[src/rtl/sprite_row_fetcher_if.sv]
// -----------------------------------------------------------------------------
// sprite_row_fetcher_if
// Bundles the request handshake, sprite memory read port and row output
// handshake of sprite_row_fetcher.
//   slave  : the fetcher itself (takes requests, drives memory reads and rows)
//   master : the environment (issues requests, models memory, consumes rows)
// Signals:
//   req_valid/req_ready, req_sprite[5:0], req_row[3:0], req_hflip, req_vflip
//   cancel                     synchronous abort of the current row
//   mem_ren, mem_raddr[13:0]   bit address {sprite, row, col}
//   mem_rdata                  registered read data, one cycle after mem_ren
//   row_valid/row_ready, row_data[15:0] (bit 15 = leftmost pixel), busy
// -----------------------------------------------------------------------------
interface sprite_row_fetcher_if;
  logic        req_valid;
  logic        req_ready;
  logic [5:0]  req_sprite;
  logic [3:0]  req_row;
  logic        req_hflip;
  logic        req_vflip;
  logic        cancel;
  logic        mem_ren;
  logic [13:0] mem_raddr;
  logic        mem_rdata;
  logic        row_valid;
  logic        row_ready;
  logic [15:0] row_data;
  logic        busy;

  modport slave (
    input  req_valid, req_sprite, req_row, req_hflip, req_vflip, cancel,
    input  mem_rdata, row_ready,
    output req_ready, mem_ren, mem_raddr, row_valid, row_data, busy
  );

  modport master (
    output req_valid, req_sprite, req_row, req_hflip, req_vflip, cancel,
    output mem_rdata, row_ready,
    input  req_ready, mem_ren, mem_raddr, row_valid, row_data, busy
  );
endinterface

[src/rtl/sprite_row_fetcher.sv]
// -----------------------------------------------------------------------------
// sprite_row_fetcher
// Fetches one 16-pixel row of a 64 x 16x16 x 1bpp sprite from a bit-wide
// sprite memory, applying optional horizontal/vertical mirroring, and holds
// the assembled row until the consumer takes it.
// Ports:
//   clk     rising-edge clock
//   resetn  asynchronous active-low reset
//   bus     sprite_row_fetcher_if.slave (request, memory and row handshakes)
// Timing: a request accepted at edge E0 issues 16 reads in the 16 cycles
// after E0; the row is presented (row_valid) after edge E0+17.
// -----------------------------------------------------------------------------
module sprite_row_fetcher (
  input  logic                 clk,
  input  logic                 resetn,
  sprite_row_fetcher_if.slave  bus
);

  localparam logic [1:0] ST_IDLE  = 2'd0;
  localparam logic [1:0] ST_FETCH = 2'd1;
  localparam logic [1:0] ST_HOLD  = 2'd2;

  logic [1:0]  state_r,     state_nxt_s;
  logic [4:0]  cnt_r,       cnt_nxt_s;
  logic [5:0]  sprite_r,    sprite_nxt_s;
  logic [3:0]  row_r,       row_nxt_s;
  logic        hflip_r,     hflip_nxt_s;
  logic [15:0] row_data_r,  data_nxt_s;
  logic        mem_ren_r,   mem_ren_nxt_s;
  logic [13:0] mem_raddr_r, mem_raddr_nxt_s;
  logic        row_valid_r, row_valid_nxt_s;
  logic        busy_r,      busy_nxt_s;
  logic [3:0]  col_s;

  // Vertical mirror selects the row counted from the bottom of the sprite.
  function automatic logic [3:0] eff_row_f(input logic [3:0] row, input logic vflip);
    return vflip ? (4'd15 - row) : row;
  endfunction

  // Column c lands in bit 15-c normally (bit 15 = leftmost), or bit c when mirrored.
  function automatic logic [3:0] bit_idx_f(input logic [3:0] col, input logic hflip);
    return hflip ? col : (4'd15 - col);
  endfunction

  // Next-state, pixel capture and next values of the registered outputs.
  always_comb begin
    state_nxt_s  = state_r;
    cnt_nxt_s    = cnt_r;
    sprite_nxt_s = sprite_r;
    row_nxt_s    = row_r;
    hflip_nxt_s  = hflip_r;
    data_nxt_s   = row_data_r;
    // Data arriving now belongs to the address issued last cycle (cnt-1);
    // at cnt=16 the low nibble wraps to 0 and col_s becomes 15.
    col_s        = cnt_r[3:0] - 4'd1;
    case (state_r)
      ST_IDLE: begin
        if (bus.req_valid) begin
          state_nxt_s  = ST_FETCH;
          cnt_nxt_s    = 5'd0;
          sprite_nxt_s = bus.req_sprite;
          row_nxt_s    = eff_row_f(bus.req_row, bus.req_vflip);
          hflip_nxt_s  = bus.req_hflip;
          data_nxt_s   = 16'd0;
        end else begin
          cnt_nxt_s    = 5'd0;
        end
      end
      ST_FETCH: begin
        if (bus.cancel) begin
          state_nxt_s = ST_IDLE;
          cnt_nxt_s   = 5'd0;
        end else begin
          if (cnt_r != 5'd0) begin
            data_nxt_s[bit_idx_f(col_s, hflip_r)] = bus.mem_rdata;
          end else begin
            data_nxt_s = row_data_r;
          end
          if (cnt_r == 5'd16) begin
            state_nxt_s = ST_HOLD;
            cnt_nxt_s   = 5'd0;
          end else begin
            cnt_nxt_s   = cnt_r + 5'd1;
          end
        end
      end
      ST_HOLD: begin
        // cancel and row_ready both release the row; neither allows a new
        // request in this same cycle because req_ready is low in HOLD.
        if (bus.cancel || (row_valid_r && bus.row_ready)) begin
          state_nxt_s = ST_IDLE;
        end else begin
          state_nxt_s = ST_HOLD;
        end
      end
      default: begin
        state_nxt_s = ST_IDLE;
        cnt_nxt_s   = 5'd0;
      end
    endcase

    mem_ren_nxt_s = (state_nxt_s == ST_FETCH) && !cnt_nxt_s[4];
    if (mem_ren_nxt_s) begin
      mem_raddr_nxt_s = {sprite_nxt_s, row_nxt_s, cnt_nxt_s[3:0]};
    end else begin
      mem_raddr_nxt_s = 14'd0;
    end
    row_valid_nxt_s = (state_nxt_s == ST_HOLD);
    busy_nxt_s      = (state_nxt_s != ST_IDLE);
  end

  // State, request context, row assembly and registered outputs.
  always_ff @(posedge clk or negedge resetn) begin
    if (!resetn) begin
      state_r     <= ST_IDLE;
      cnt_r       <= 5'd0;
      sprite_r    <= 6'd0;
      row_r       <= 4'd0;
      hflip_r     <= 1'b0;
      row_data_r  <= 16'd0;
      mem_ren_r   <= 1'b0;
      mem_raddr_r <= 14'd0;
      row_valid_r <= 1'b0;
      busy_r      <= 1'b0;
    end else begin
      state_r     <= state_nxt_s;
      cnt_r       <= cnt_nxt_s;
      sprite_r    <= sprite_nxt_s;
      row_r       <= row_nxt_s;
      hflip_r     <= hflip_nxt_s;
      row_data_r  <= data_nxt_s;
      mem_ren_r   <= mem_ren_nxt_s;
      mem_raddr_r <= mem_raddr_nxt_s;
      row_valid_r <= row_valid_nxt_s;
      busy_r      <= busy_nxt_s;
    end
  end

  assign bus.req_ready = (state_r == ST_IDLE);
  assign bus.mem_ren   = mem_ren_r;
  assign bus.mem_raddr = mem_raddr_r;
  assign bus.row_valid = row_valid_r;
  assign bus.row_data  = row_data_r;
  assign bus.busy      = busy_r;

endmodule
[src/flat_wrapper.sv]
// flat-port wrapper written by rule: the top's interface ports become plain ports
module sprite_row_fetcher_flat 
  (clk, resetn, bus_req_valid, bus_req_sprite, bus_req_row, bus_req_hflip, bus_req_vflip, bus_cancel, bus_mem_rdata, bus_row_ready, bus_req_ready, bus_mem_ren, bus_mem_raddr, bus_row_valid, bus_row_data, bus_busy);
  sprite_row_fetcher_if bus_i ();
  input  logic clk;
  input  logic resetn;
  input wire logic [$bits(bus_i.req_valid)-1:0] bus_req_valid;
  input wire logic [$bits(bus_i.req_sprite)-1:0] bus_req_sprite;
  input wire logic [$bits(bus_i.req_row)-1:0] bus_req_row;
  input wire logic [$bits(bus_i.req_hflip)-1:0] bus_req_hflip;
  input wire logic [$bits(bus_i.req_vflip)-1:0] bus_req_vflip;
  input wire logic [$bits(bus_i.cancel)-1:0] bus_cancel;
  input wire logic [$bits(bus_i.mem_rdata)-1:0] bus_mem_rdata;
  input wire logic [$bits(bus_i.row_ready)-1:0] bus_row_ready;
  output wire logic [$bits(bus_i.req_ready)-1:0] bus_req_ready;
  output wire logic [$bits(bus_i.mem_ren)-1:0] bus_mem_ren;
  output wire logic [$bits(bus_i.mem_raddr)-1:0] bus_mem_raddr;
  output wire logic [$bits(bus_i.row_valid)-1:0] bus_row_valid;
  output wire logic [$bits(bus_i.row_data)-1:0] bus_row_data;
  output wire logic [$bits(bus_i.busy)-1:0] bus_busy;
  assign bus_i.req_valid = bus_req_valid;
  assign bus_i.req_sprite = bus_req_sprite;
  assign bus_i.req_row = bus_req_row;
  assign bus_i.req_hflip = bus_req_hflip;
  assign bus_i.req_vflip = bus_req_vflip;
  assign bus_i.cancel = bus_cancel;
  assign bus_i.mem_rdata = bus_mem_rdata;
  assign bus_i.row_ready = bus_row_ready;
  assign bus_req_ready = bus_i.req_ready;
  assign bus_mem_ren = bus_i.mem_ren;
  assign bus_mem_raddr = bus_i.mem_raddr;
  assign bus_row_valid = bus_i.row_valid;
  assign bus_row_data = bus_i.row_data;
  assign bus_busy = bus_i.busy;
  sprite_row_fetcher u_core (.clk(clk), .resetn(resetn), .bus(bus_i));
endmodule
[config.mk]
export PLATFORM = sky130hd
export DESIGN_NAME = sprite_row_fetcher_flat
export DESIGN_NICKNAME = d
export VERILOG_FILES = /design/src/rtl/sprite_row_fetcher_if.sv /design/src/rtl/sprite_row_fetcher.sv /design/src/flat_wrapper.sv
export SDC_FILE = /design/constraint.sdc
export NUM_CORES = 1
export LEC_CHECK = 0
export ABC_AREA = 1
export BUFFER_PORTS_ARGS = -buffer_cell sky130_fd_sc_hd__buf_2
export CAP_MARGIN = 20
export CORE_ASPECT_RATIO = 0.9
export CORE_MARGIN = 1
export CORE_UTILIZATION = 50
export DETAILED_ROUTE_END_ITERATION = 8
export PLACE_DENSITY = 0.72
export SETUP_SLACK_MARGIN = 0.02
export SLEW_MARGIN = 30
export SYNTH_ARGS = -nofsm -noshare
export SYNTH_HDL_FRONTEND = slang
export SYNTH_SLANG_ARGS = --single-unit
[constraint.sdc]
create_clock -name clk -period 2.1 [get_ports clk]
set_input_delay 0.21 -clock clk [delete_from_list [all_inputs] [get_ports clk]]
set_output_delay 0.21 -clock clk [all_outputs]
set_load 0.02 [all_outputs]
==> run summary <==
Clock Tree Root - clkbuf_8
final worst setup slack - 0.2566 ns
slew margin rel. - 58.35%
Worst Hold Class - in2reg
hold path depth - 3
synth warn - 0
drt pass-1 iters - 4
Max Freq - 0.5425 GHz
Mean Syn Cell Area - 7.991 um^2
#FFs+latches synth - 51
Port-buffer cells - 51
min cycle time layout - 1.843 ns
worst path arrival time - 2.05 ns
Die H - 71.52 um
GP Congestion - 0.8819
gate count of the mapped netlist - 336
Cells after DPL - 446
WP buf/inv - 2
dpl hpwl - 3.764 mm
most frequent cells in the layout - nand2_1 (128), buf_2 (51), dfrtp_1 (50)
GRT Total Usage - 20.08%
Num CTS Buffers - 5
largest net degree at the start of global routing - 33
# IOs - 52
DRC Markers - 0
count of cell types in the netlist - 25
area of the core - 0.005015 mm^2
Mapped Nets - 361
Skew-Pair Late Insertion Delay - 0.32 ns
Final nets - 416
Final Skew - 0.01351 ns
Tcrit/Tclk final - 87.78%
Area Overhead vs Synth - 17.57%
via count - 2,199
die width - 79.25 um
CP max stage delay - 0.44 ns
num rows - 24
worst-path cell chain - inv_1, ha_1, inv_1, nand2_1, nand2_1, nor2_1, nand4_1, nand2_1, nand2_1, nand2_1, nand2_1
Via-to-Cell Ratio - 4.812
initial antenna violation count - 0
vias in the first global route - 2,071
Final Hold Violating Endpoints - 0
TritonCTS clock tree - done
most common cell after layout, fill and taps aside - nand2_1
critical path class - reg2reg
CTS H-tree lvls - 2
Non-Filler Instances - 457
Pwr Density - 1337 mW/mm^2
Iter 0 DRT Violations - 125
Worst IR Drop VDD - 0.0007275 V
Crit Reg-Reg Endpoint - u_core.bus.row_data[12]
Post-Syn Area - 0.002685 mm^2
Clock Path Buffers - 2
Max Cap Viol - 0
Sink Count - 51
worst reg-to-reg path cell count - 11
reg-to-reg setup timing slack - 0.26 ns
Top cell by count, worst path - nand2_1
Worst-path clk slew - 0.10 ns
largest delay contributor family on the critical path - simple AND/OR/NAND/NOR gates
DRT Wirelength - 5.180 mm
Finished Core Util - 62.95%
total negative slack - 0 ns
RSZ-0062 raised after global routing - no
first-pass GRT wire length - 8.852 mm
CP Data Required Time - 2.31 ns
crit start category - flip-flop
Die ar. - 0.005668 mm^2
Setup-failing EPs final - 0
Hold EP - u_core.hflip_r
total gr overflow - 0
crit path from - u_core.cnt_r[0]
starting density of the core - 53.54%
sequential area share after synthesis - 47.53%
CP max stage cell - dfrtp_2
Detail Route Antenna Nets - 0
CP endpoint kind - flip-flop
reg2reg start - u_core.cnt_r[0]
Antenna Cells - 0
Avg WL per Cell - 11.33 um
max-slew violations - 0
hold_ws - 0.1274 ns
pre-CTS setup slack - 0.1681 ns
critical-path maximum fanout - 8
leak pwr - 1.729 nW
outcome - finished, final reports clean
fraction of layout cells with a size suffix above 1 - 25.51%
min-delay src - bus_req_hflip
worst slew pin tran - 0.6247 ns
# fillers - 457
==> registers in the layout, summed over array words and instances, names as in the netlist <==
| signal | cells |
|---|---|
| u_core.hflip_r | 1 |
| u_core.bus.row_valid | 1 |
| u_core.bus.mem_ren | 1 |
| u_core.bus.mem_raddr | 14 |
| u_core.bus.busy | 1 |
| u_core.sprite_r | 6 |
| u_core.cnt_r | 5 |
| u_core.state_r | 2 |
| u_core.row_r | 4 |
| u_core.bus.row_data | 16 |
==> power by group <==
| group | switching (mW) | leakage, nW | internal [mW] |
|---|---|---|---|
| logic | 1.46 | 1.01 | 0.748 |
| clock network | 0.364 | 0.0467 | 0.248 |
| registers | 0.130 | 0.669 | 1.27 |
| total | 1.95 | 1.73 | 2.27 |
==> how the worst max path moves through the flow <==
stage	to	slack (ns)	depth (start not counted)
floorplan	u_core.bus.mem_raddr[10]	0.35	10
global placement	u_core.bus.row_data[11]	0.22	11
detailed placement	u_core.bus.row_data[11]	0.17	11
CTS	u_core.bus.mem_raddr[13]	0.15	9
global route	u_core.bus.row_data[4]	0.10	11
finish	u_core.bus.row_data[12]	0.26	11
==> tightest hold or removal path, stage by stage <==
cell and delay (ns):
buf_2 0.09, nand2_1 0.04, o21ai_0 0.06
==> repair_timing <==
action,in CTS,in global routing
setup endpoints to repair,0,12
buffers inserted,0,2
hold endpoints to repair,26,0
gates resized for setup,0,4
hold buffers,1,0
==> logic make-up after synthesis <==
group / after synthesis / share of synthesized area, %
simple gates: 208 / 36.16
flops: 51 / 47.53
fa+ha+maj: 7 / 3.262
xor+xnor: 6 / 1.957
compound gates: 20 / 4.008
buf+inv: 44 / 7.083
==> per-layer routing <==
| layer | track usage (%) | vias to the layer above | wire [um] |
|---|---|---|---|
| li1 | - | 1142 | - |
| met1 | 26.01 | 993 | 2457 |
| met2 | 33.33 | 56 | 2379 |
| met3 | 4.713 | 8 | 280 |
| met4 | 6.465 | 0 | 63 |
| met5 | 0 | - | 0 |
==> stage by stage <==
stage | total power, mW | instance area [um^2]
final | 4.220 | 3157
after global routing | 4.579 | 3157
after CTS | 4.172 | 3120
after detailed placement | 3.550 | 3014
after global placement | 3.504 | 3014
after floorplan | 3.065 | 2685
==> cell usage after synthesis, drive strengths merged <==
cell	count	area, um^2
buf	6	47.55
inv	34	127.6
xnor2	4	35.03
ha	7	87.58
or2	6	37.54
a21oi	3	18.77
a22oi	1	7.510
nand4	10	77.57
xor2	2	17.52
clkbuf	4	15.01
nor2	42	240.2
nand2	134	523.0
dfrtp	51	1276
nand3	16	92.59
o22ai	1	6.260
o21ai	15	75.07
==> layout make-up <==
type / count / area [um^2] / area share (%)
Multi-Input combinational cell: 241 / 1226 / 38.84
Clock inverter: 3 / 27.53 / 0.8720
Sequential cell: 51 / 1277 / 40.47
Tap cell: 65 / 81.33 / 2.576
Clock buffer: 5 / 68.82 / 2.180
Timing Repair Buffer: 58 / 347.8 / 11.02
Inverter: 34 / 127.6 / 4.043
No activity file was read; power rests on OpenSTA's default activity.
